--- config.mk ---
export PLATFORM = sky130hd
export DESIGN_NAME = uart_rx
export DESIGN_NICKNAME = d
export VERILOG_FILES = /design/src/rtl/uart_pkg.sv /design/src/rtl/uart_tick_gen.sv /design/src/rtl/uart_rx.sv
export SDC_FILE = /design/constraint.sdc
export NUM_CORES = 1
export LEC_CHECK = 0
export ABC_AREA = 1
export BUFFER_PORTS_ARGS = -buffer_cell sky130_fd_sc_hd__clkbuf_2
export CAP_MARGIN = 10
export CORE_MARGIN = 2
export CORE_UTILIZATION = 60
export CTS_CLUSTER_SIZE = 30
export DETAILED_ROUTE_END_ITERATION = 12
export HOLD_SLACK_MARGIN = 0.03
export PLACE_DENSITY = 0.78
export REMOVE_ABC_BUFFERS = 1
export SYNTH_ARGS = -nofsm -noshare
export SYNTH_HDL_FRONTEND = slang
export SYNTH_SLANG_ARGS = --single-unit
--- constraint.sdc ---
create_clock -name clk_in -period 1.64 [get_ports clk_in]
set_input_delay 0.246 -clock clk_in [delete_from_list [all_inputs] [get_ports clk_in]]
set_output_delay 0.246 -clock clk_in [all_outputs]
set_load 0.05 [all_outputs]
--- src/rtl/uart_pkg.sv ---
// rtl/uart_pkg.sv - shared UART constants, tick divider helper and receiver FSM states
package uart_pkg;

    localparam int CLK_FREQ_DEF   = 100000000;
    localparam int BAUD_DEF       = 9600;
    localparam int OVERSAMPLE_DEF = 16;

    function automatic int tick_div(input int clk_freq, input int baud, input int oversample);
        return clk_freq / (baud * oversample);
    endfunction

    localparam int TICK_DIV_DEF = tick_div(CLK_FREQ_DEF, BAUD_DEF, OVERSAMPLE_DEF);

    typedef enum logic [2:0] {
        IDLE,
        START,
        DATA,
        STOP,
        BREAK
    } rx_state_t;

endpackage

--- src/rtl/uart_tick_gen.sv ---
// rtl/uart_tick_gen.sv - free-running oversample tick, one-cycle pulse per TICK_DIV clocks
module uart_tick_gen #(
    parameter int TICK_DIV = 651
) (
    input  logic clk_in,
    input  logic rst,
    input  logic clr,
    output logic tick
);

    localparam int W = (TICK_DIV > 1) ? $clog2(TICK_DIV) : 1;
    localparam logic [W-1:0] LAST = W'(TICK_DIV - 1);

    logic [W-1:0] cnt;

    always_ff @(posedge clk_in or negedge rst) begin
        if (!rst) begin
            cnt <= '0;
        end else if (clr || cnt == LAST) begin
            cnt <= '0;
        end else begin
            cnt <= cnt + 1'b1;
        end
    end

    assign tick = (cnt == LAST) && !clr;

endmodule

--- src/rtl/uart_rx.sv ---
// rtl/uart_rx.sv - 8N1 UART receiver with 16x oversampling and mid-bit sampling
module uart_rx
    import uart_pkg::*;
#(
    parameter int CLK_FREQ   = CLK_FREQ_DEF,
    parameter int BAUD       = BAUD_DEF,
    parameter int OVERSAMPLE = OVERSAMPLE_DEF
) (
    input  logic       clk_in,
    input  logic       rst,
    input  logic       rx,
    output logic [7:0] data_out,
    output logic       data_valid,
    output logic       frame_err,
    output logic       busy
);

    localparam int TICK_DIV = tick_div(CLK_FREQ, BAUD, OVERSAMPLE);

    rx_state_t  state, state_next;
    logic       rx_meta, rx_s, rx_prev;
    logic       tick, clr;
    logic [3:0] tcnt, tcnt_next;
    logic [2:0] idx, idx_next;
    logic [7:0] shift, shift_next;
    logic [7:0] data_next;
    logic       dv_next, fe_next;

    uart_tick_gen #(.TICK_DIV(TICK_DIV)) u_tick (
        .clk_in (clk_in),
        .rst    (rst),
        .clr    (clr),
        .tick   (tick)
    );

    // Synchronizer and edge-history flops reset high so the line reads idle.
    always_ff @(posedge clk_in or negedge rst) begin
        if (!rst) begin
            rx_meta <= 1'b1;
            rx_s    <= 1'b1;
            rx_prev <= 1'b1;
        end else begin
            rx_meta <= rx;
            rx_s    <= rx_meta;
            rx_prev <= rx_s;
        end
    end

    always_ff @(posedge clk_in or negedge rst) begin
        if (!rst) begin
            state      <= IDLE;
            tcnt       <= '0;
            idx        <= '0;
            shift      <= '0;
            data_out   <= '0;
            data_valid <= 1'b0;
            frame_err  <= 1'b0;
        end else begin
            state      <= state_next;
            tcnt       <= tcnt_next;
            idx        <= idx_next;
            shift      <= shift_next;
            data_out   <= data_next;
            data_valid <= dv_next;
            frame_err  <= fe_next;
        end
    end

    always_comb begin
        state_next = state;
        tcnt_next  = tcnt;
        idx_next   = idx;
        shift_next = shift;
        data_next  = data_out;
        dv_next    = 1'b0;
        fe_next    = 1'b0;
        clr        = 1'b0;
        case (state)
            IDLE: begin
                if (!rx_s && rx_prev) begin
                    clr        = 1'b1;
                    tcnt_next  = '0;
                    state_next = START;
                end
            end
            START: begin
                // Eight ticks in lands mid start bit; a high line there was a glitch.
                if (tick) begin
                    if (tcnt == 4'd7) begin
                        if (rx_s) begin
                            state_next = IDLE;
                        end else begin
                            tcnt_next  = '0;
                            idx_next   = '0;
                            state_next = DATA;
                        end
                    end else begin
                        tcnt_next = tcnt + 4'd1;
                    end
                end
            end
            DATA: begin
                if (tick) begin
                    tcnt_next = tcnt + 4'd1;
                    if (tcnt == 4'd15) begin
                        shift_next[idx] = rx_s;
                        idx_next        = idx + 3'd1;
                        if (idx == 3'd7) begin
                            state_next = STOP;
                        end
                    end
                end
            end
            STOP: begin
                if (tick) begin
                    tcnt_next = tcnt + 4'd1;
                    if (tcnt == 4'd15) begin
                        if (rx_s) begin
                            data_next  = shift;
                            dv_next    = 1'b1;
                            state_next = IDLE;
                        end else begin
                            fe_next    = 1'b1;
                            state_next = BREAK;
                        end
                    end
                end
            end
            BREAK: begin
                if (rx_s) begin
                    state_next = IDLE;
                end
            end
            default: state_next = IDLE;
        endcase
    end

    assign busy = (state != IDLE);

endmodule
# ---- After elaboration in Yosys (flattened, before gate mapping)
# Cells that the tools add are included.
dict set report op_classes {
  n_addsub 3
  order_cmp 2
  n_eq_ne 20
  n_mux 38
  reduce_logical 16
}
# operator n
set ops {}
lappend ops {{3-bit 2-to-1 mux} 15}
lappend ops {{4-bit 2-to-1 mux} 5}
lappend ops {{2-bit != test, second input constant} 10}
lappend ops {{3-bit case mux with 5 select lines} 1}
lappend ops {{4-bit case mux with 3 select lines} 1}
lappend ops {{1-bit 2-to-1 mux} 11}
lappend ops {{10-bit by 1-bit adder with 10-bit output, second input constant} 1}
lappend ops {{10-bit equality test, second input constant} 1}
lappend ops {{10-bit 2-to-1 mux} 1}
lappend ops {{9-bit AND reduction} 1}
lappend ops {{8-bit bitwise mux} 1}
lappend ops {{3-bit by 2-bit equality test with 1-bit output, second input constant} 2}
lappend ops {{3-bit equality test, second input constant} 2}
lappend ops {{3-bit case mux with 2 select lines} 1}
lappend ops {{6-bit AND reduction} 1}
lappend ops {{3-bit nonzero test} 2}
lappend ops {{5-bit AND reduction} 1}
lappend ops {{4-bit by 1-bit adder with 4-bit output, second input constant} 1}
lappend ops {{4-bit by 3-bit equality test with 1-bit output, second input constant} 1}
lappend ops {{4-bit equality test, second input constant} 1}
lappend ops {{3-bit by 4-bit < comparator with 1-bit output, second input constant} 1}
lappend ops {{4-bit AND reduction} 1}
lappend ops {{3-bit by 1-bit adder with 3-bit output, second input constant} 1}
lappend ops {{1-bit demux with 3-bit select} 1}
lappend ops {{other kinds (12)} 15}
dict set report word_totals {
  reg_bits 41
  inputBits 3
  out_inout_bits 11
  word_cells 90
}

# ---- Depth between registers and ports, before layout
dict set report depth {
  depth_word 8
  mapped_depth 9
  depth_no_buf 9
}

# ---- Hierarchy
# A second synthesis with hierarchy kept.
dict set report hier_totals {
  hier_cells 262
  area_unflattened_um2 2125.8
}
# module instances cells_each area_each_um2 seq_area_each_um2
set modules_own_cells {}
lappend modules_own_cells {uart_rx 1 188 1556.5 779.5}
lappend modules_own_cells {uart_tick_gen 1 74 569.3 250.2}

# ---- Worst setup path after synthesis
# Ideal clock, no wire load.
dict set report synth_path {
  path_type {flip-flop to flip-flop}
  from {register u_tick.cnt[0]}
  to {register shift[1]}
  setup_ns 0.117
  arrival_time_ns 1.364
  t_required_ns 1.523
  slack_ns 0.159
  path_stages_with_launch 10
  n_path_buf 0
  period_less_slack_ns 1.481
  path_cell_list {dfrtp_1 inv_1 ha_1 nand2_1 nor2_1 nand3_1 nor2_1 nand4_1 nand2_1 nand2_1}
}
dict set report synth_via {
  elab_chain_cells 3
}
# element line_no
set synth_rtl {}
lappend synth_rtl {{from (decl)} uart_tick_gen.sv:14} ;# logic [W-1:0] cnt;
lappend synth_rtl {{from (signal assigned)} uart_tick_gen.sv:22} ;# cnt <= cnt + 1'b1;
lappend synth_rtl {{10-bit equality test} uart_tick_gen.sv:26} ;# assign tick = (cnt == LAST) && !clr;
lappend synth_rtl {{1-bit logical AND} uart_tick_gen.sv:26}
lappend synth_rtl {{3-bit AND reduction (no line)} --}
lappend synth_rtl {{to (signal assigned)} uart_rx.sv:62} ;# shift <= shift_next;
lappend synth_rtl {{to (decl)} uart_rx.sv:25} ;# logic [7:0] shift, shift_next;
# Every way passes these cells.
# A chain may end at the register's enable or synchronous reset.

# ---- Worst setup path in the final report
dict set report layout_path {
  from {register u_tick.cnt[0]}
  to {register data_out[4]}
}
dict set report layout_via {
  elab_chain_cells 3
}
# element line_no
set layout_rtl {}
lappend layout_rtl {{10-bit equality test} uart_tick_gen.sv:26}
lappend layout_rtl {{1-bit logical AND} uart_tick_gen.sv:26}
lappend layout_rtl {{4-bit AND reduction (no line)} --}
lappend layout_rtl {{to (signal assigned)} uart_rx.sv:63} ;# data_out <= data_next;
lappend layout_rtl {{to (decl)} uart_rx.sv:12} ;# output logic [7:0] data_out,
# Every way passes these cells.

==> flow_metrics.env <==
export IMPL_result_of_the_run="finished clean"
export IMPL_slew_headroom=0.700
export IMPL_ys_warn_count=0
export IMPL_final_util=0.757
export IMPL_first_global_vias=1701
export IMPL_portBuffers=13
export IMPL_routabilityCongestion=0.863
export IMPL_detailedRoute_firstPassIterationCount=4
export IMPL_tightestPinTransition_ns=0.450
export IMPL_power_density_nw_per_um2=1270
export IMPL_drive_above_1_share=0.261
export IMPL_min_period_ns=1.57
export IMPL_synth_top_flop_cell="dfrtp_1"
export IMPL_die_height_um=64.1
export IMPL_clock_tree_from_tritoncts="yes"
export IMPL_cts_num_sinks=41
export IMPL_numCtsBuffers=5
export IMPL_net_total_in_the_final_layout=310
export IMPL_synth_top_area_share=0.439
export IMPL_critPathMaxFanout=8
export IMPL_synth_async_sr_flop_share=1.00
export IMPL_grt_ovfl_total=0
export IMPL_clock_tree_root_cell="clkbuf_4"
export IMPL_worstHoldPathType="in -> async"
export IMPL_globalRouteTotalUtil=0.222
export IMPL_worst_setup_path_start_kind="register"
export IMPL_row_count=21
export IMPL_postSynthAreaPerCell_um2=7.97
export IMPL_dp_hpwl_mm=2.98
export IMPL_netlist_area_um2=2170
export IMPL_yosys_register_bits=41
export IMPL_power_leakage_nw=1.33
export IMPL_cts_htree_levels=2
export IMPL_clock_fmax_mhz=638
export IMPL_die_area_um2=4110
export IMPL_ioPinCount=14
export IMPL_post_route_period_util=0.955
export IMPL_syn_inst=272
export IMPL_viasPerCell=5.15
export IMPL_max_cap_violations=0
export IMPL_die_x_um=64.1
export IMPL_dp_cells=335
export IMPL_drt_wirelength_per_cell_um=11.6
export IMPL_max_vdd_ir_drop_mv=1.15
export IMPL_clk_transition_reported_paths_ns=0.12
export IMPL_area_growth_from_synthesis_to_layout_pct=19.3
export IMPL_setup_worst_path_class="reg -> reg"
export IMPL_floorplan_initialDensity=0.634
export IMPL_clock_insertion_delay_worst_skew_ns=0.34
export IMPL_detail_route_wirelength_mm=4.04
export IMPL_critical_path_arrival_ns=1.81
export IMPL_report_final_slew_viol_count=0
export IMPL_synth_cell_types=30
export IMPL_drt_first_iter_violations=112
export IMPL_finalHoldViolations=0
export IMPL_drt_antenna_violating_nets=0
export IMPL_drc=0
export IMPL_synth_area_top_cells="dfrtp_1 (44%), nand2_1 (14%), nand3_1 (6.9%)"
export IMPL_grt_first_pass_wirelength_mm=7.11
export IMPL_rrSetupSlack_ns=0.07
export IMPL_floorplan_core_area_um2=3420
export IMPL_via_count=1796
export IMPL_synth_area_leader_cell="dfrtp_1"
export IMPL_largest_net_degree_at_the_start_of_global_routing=26
export IMPL_insertedDiodeCount=0
export IMPL_end_kind="register"
export IMPL_finalNonFillerCells=349
export IMPL_synth_edff_count=0
export IMPL_grt_antenna_before_repair=0
export IMPL_synth_seq_area_share=0.475
export IMPL_rsz0062_at_grt="yes"
export IMPL_critical_path_required_ns=1.89
export IMPL_finalClockSkew_ns=0.00886
export IMPL_cts_root_to_sink_buffers=2
export IMPL_setup_viol_count_final=0
-- path summary, 6_finish.rpt --
kind                                          from                       to  depth (start not counted)
max reg2reg                u_tick.cnt[0]$_DFF_PN0_  data_out[4]$_DFFE_PN0P_                         10
min reg2reg                      rx_meta$_DFF_PN1_           rx_s$_DFF_PN1_                          0
max in group asynchronous                      rst       idx[1]$_DFFE_PN0P_                          3
max                        u_tick.cnt[0]$_DFF_PN0_  data_out[4]$_DFFE_PN0P_                         10
min in group clk_in              rx_meta$_DFF_PN1_           rx_s$_DFF_PN1_                          0
min                                            rst     state[0]$_DFFE_PN0P_                          2
-- synth_stat cells (2+ instances only) --
master and n:
nand4_1 5, o21ai_0 6, nand2_4 2, nand2_1 80, nand2_2 6, nor2_1 26, a21oi_1 4, o21ai_2 2
nor2_2 6, ha_1 5, inv_1 30, dfrtp_1 38, o21ai_1 4, nand3_1 30, dfstp_2 3, nor3_1 7
inv_2 2, nor2_4 3, nand3b_1 2
-- where the power goes --
group | switching (mW) | internal (mW)
clock network | 0.319 | 0.472
registers | 0.157 | 1.15
logic | 0.764 | 0.421
total | 1.24 | 2.04
-- layout by cell type, fill, tap and decap left out, types with 5 or more instances in the layout --
master | synthesis | layout
inv_1 | 30 | 29
nor3_1 | 7 | 7
clkbuf_2 | 0 | 13
nand2_2 | 6 | 13
clkbuf_4 | 0 | 5
o21ai_0 | 6 | 6
nand2_1 | 80 | 72
nand3_1 | 30 | 26
nor2_4 | 3 | 5
nor2_2 | 6 | 5
dfrtp_1 | 38 | 35
nor2_1 | 26 | 25
nand3_2 | 1 | 5
nand4_1 | 5 | 5
-- flip-flops by register name, indices dropped and copies added (netlist names) --
name,cells
shift,8
idx,3
data_valid,1
tcnt,4
u_tick.cnt,10
state,3
frame_err,1
data_out,8
rx_s,1
rx_meta,1
rx_prev,1
-- routing by layer --
| layer | routed length (um) | global-route usage | vias up |
|---|---|---|---|
| li1 | - | - | 928 |
| met1 | 1900 | 0.289 | 829 |
| met2 | 1920 | 0.363 | 33 |
| met3 | 146 | 0.0581 | 6 |
| met4 | 66 | 0.0718 | 0 |
| met5 | 0 | 0 | - |
-- stage by stage --
stage | power (mW) | hold slack (ns) | TNS (ns) | worst slack (ns) | cell area (um2)
2_1_floorplan | 2.14 | -0.0496 | 0 | 0.159 | 2160
3_3_place_gp | 2.37 | 0.209 | 0 | 0.119 | 2330
3_5_place_dp | 2.39 | 0.214 | 0 | 0.0437 | 2330
4_1_cts | 3.28 | 0.355 | 0 | 0.0163 | 2480
5_1_grt | 3.54 | 0.374 | -0.399 | -0.0548 | 2590
6_report | 3.28 | 0.364 | 0 | 0.0731 | 2590
-- kinds of logic after synthesis --
group | Yosys count | synth area share
AOI/OAI and AO/OA | 18 | 0.0479
xor gates and xnor gates | 1 | 0.00404
adders and majority gates | 5 | 0.0289
buffers and inverters | 35 | 0.0647
DFF | 41 | 0.475
and+or+nand+nor | 172 | 0.379
-- worst max-delay path, stage by stage (launching register included) --
cell	delay, ns
dfrtp_1	0.40
inv_1	0.06
ha_2	0.16
nand2_2	0.07
nor2_4	0.12
buf_6	0.11
nand4_4	0.18
clkinv_4	0.16
nand2_4	0.08
nand2_1	0.08
nand2_1	0.05
-- what timing repair did --
item,4_1_cts,5_1_grt
buffers inserted,2,1
hold buffers,2,0
endpoints found under the hold margin,14,0
setup endpoints to repair,1,26
gates resized for setup,0,25
pin swaps,1,6
cloned,0,1
-- layout make-up --
class	instances	area [um2]
multi-input combinational	197	1080
sequential	41	1030
fill	253	830
timing repair buffer	23	178
inverter	34	138
clock inverter	3	65.1
tap	46	57.6
clock buffer	5	37.5
Power figures use the tool's default switching activity.
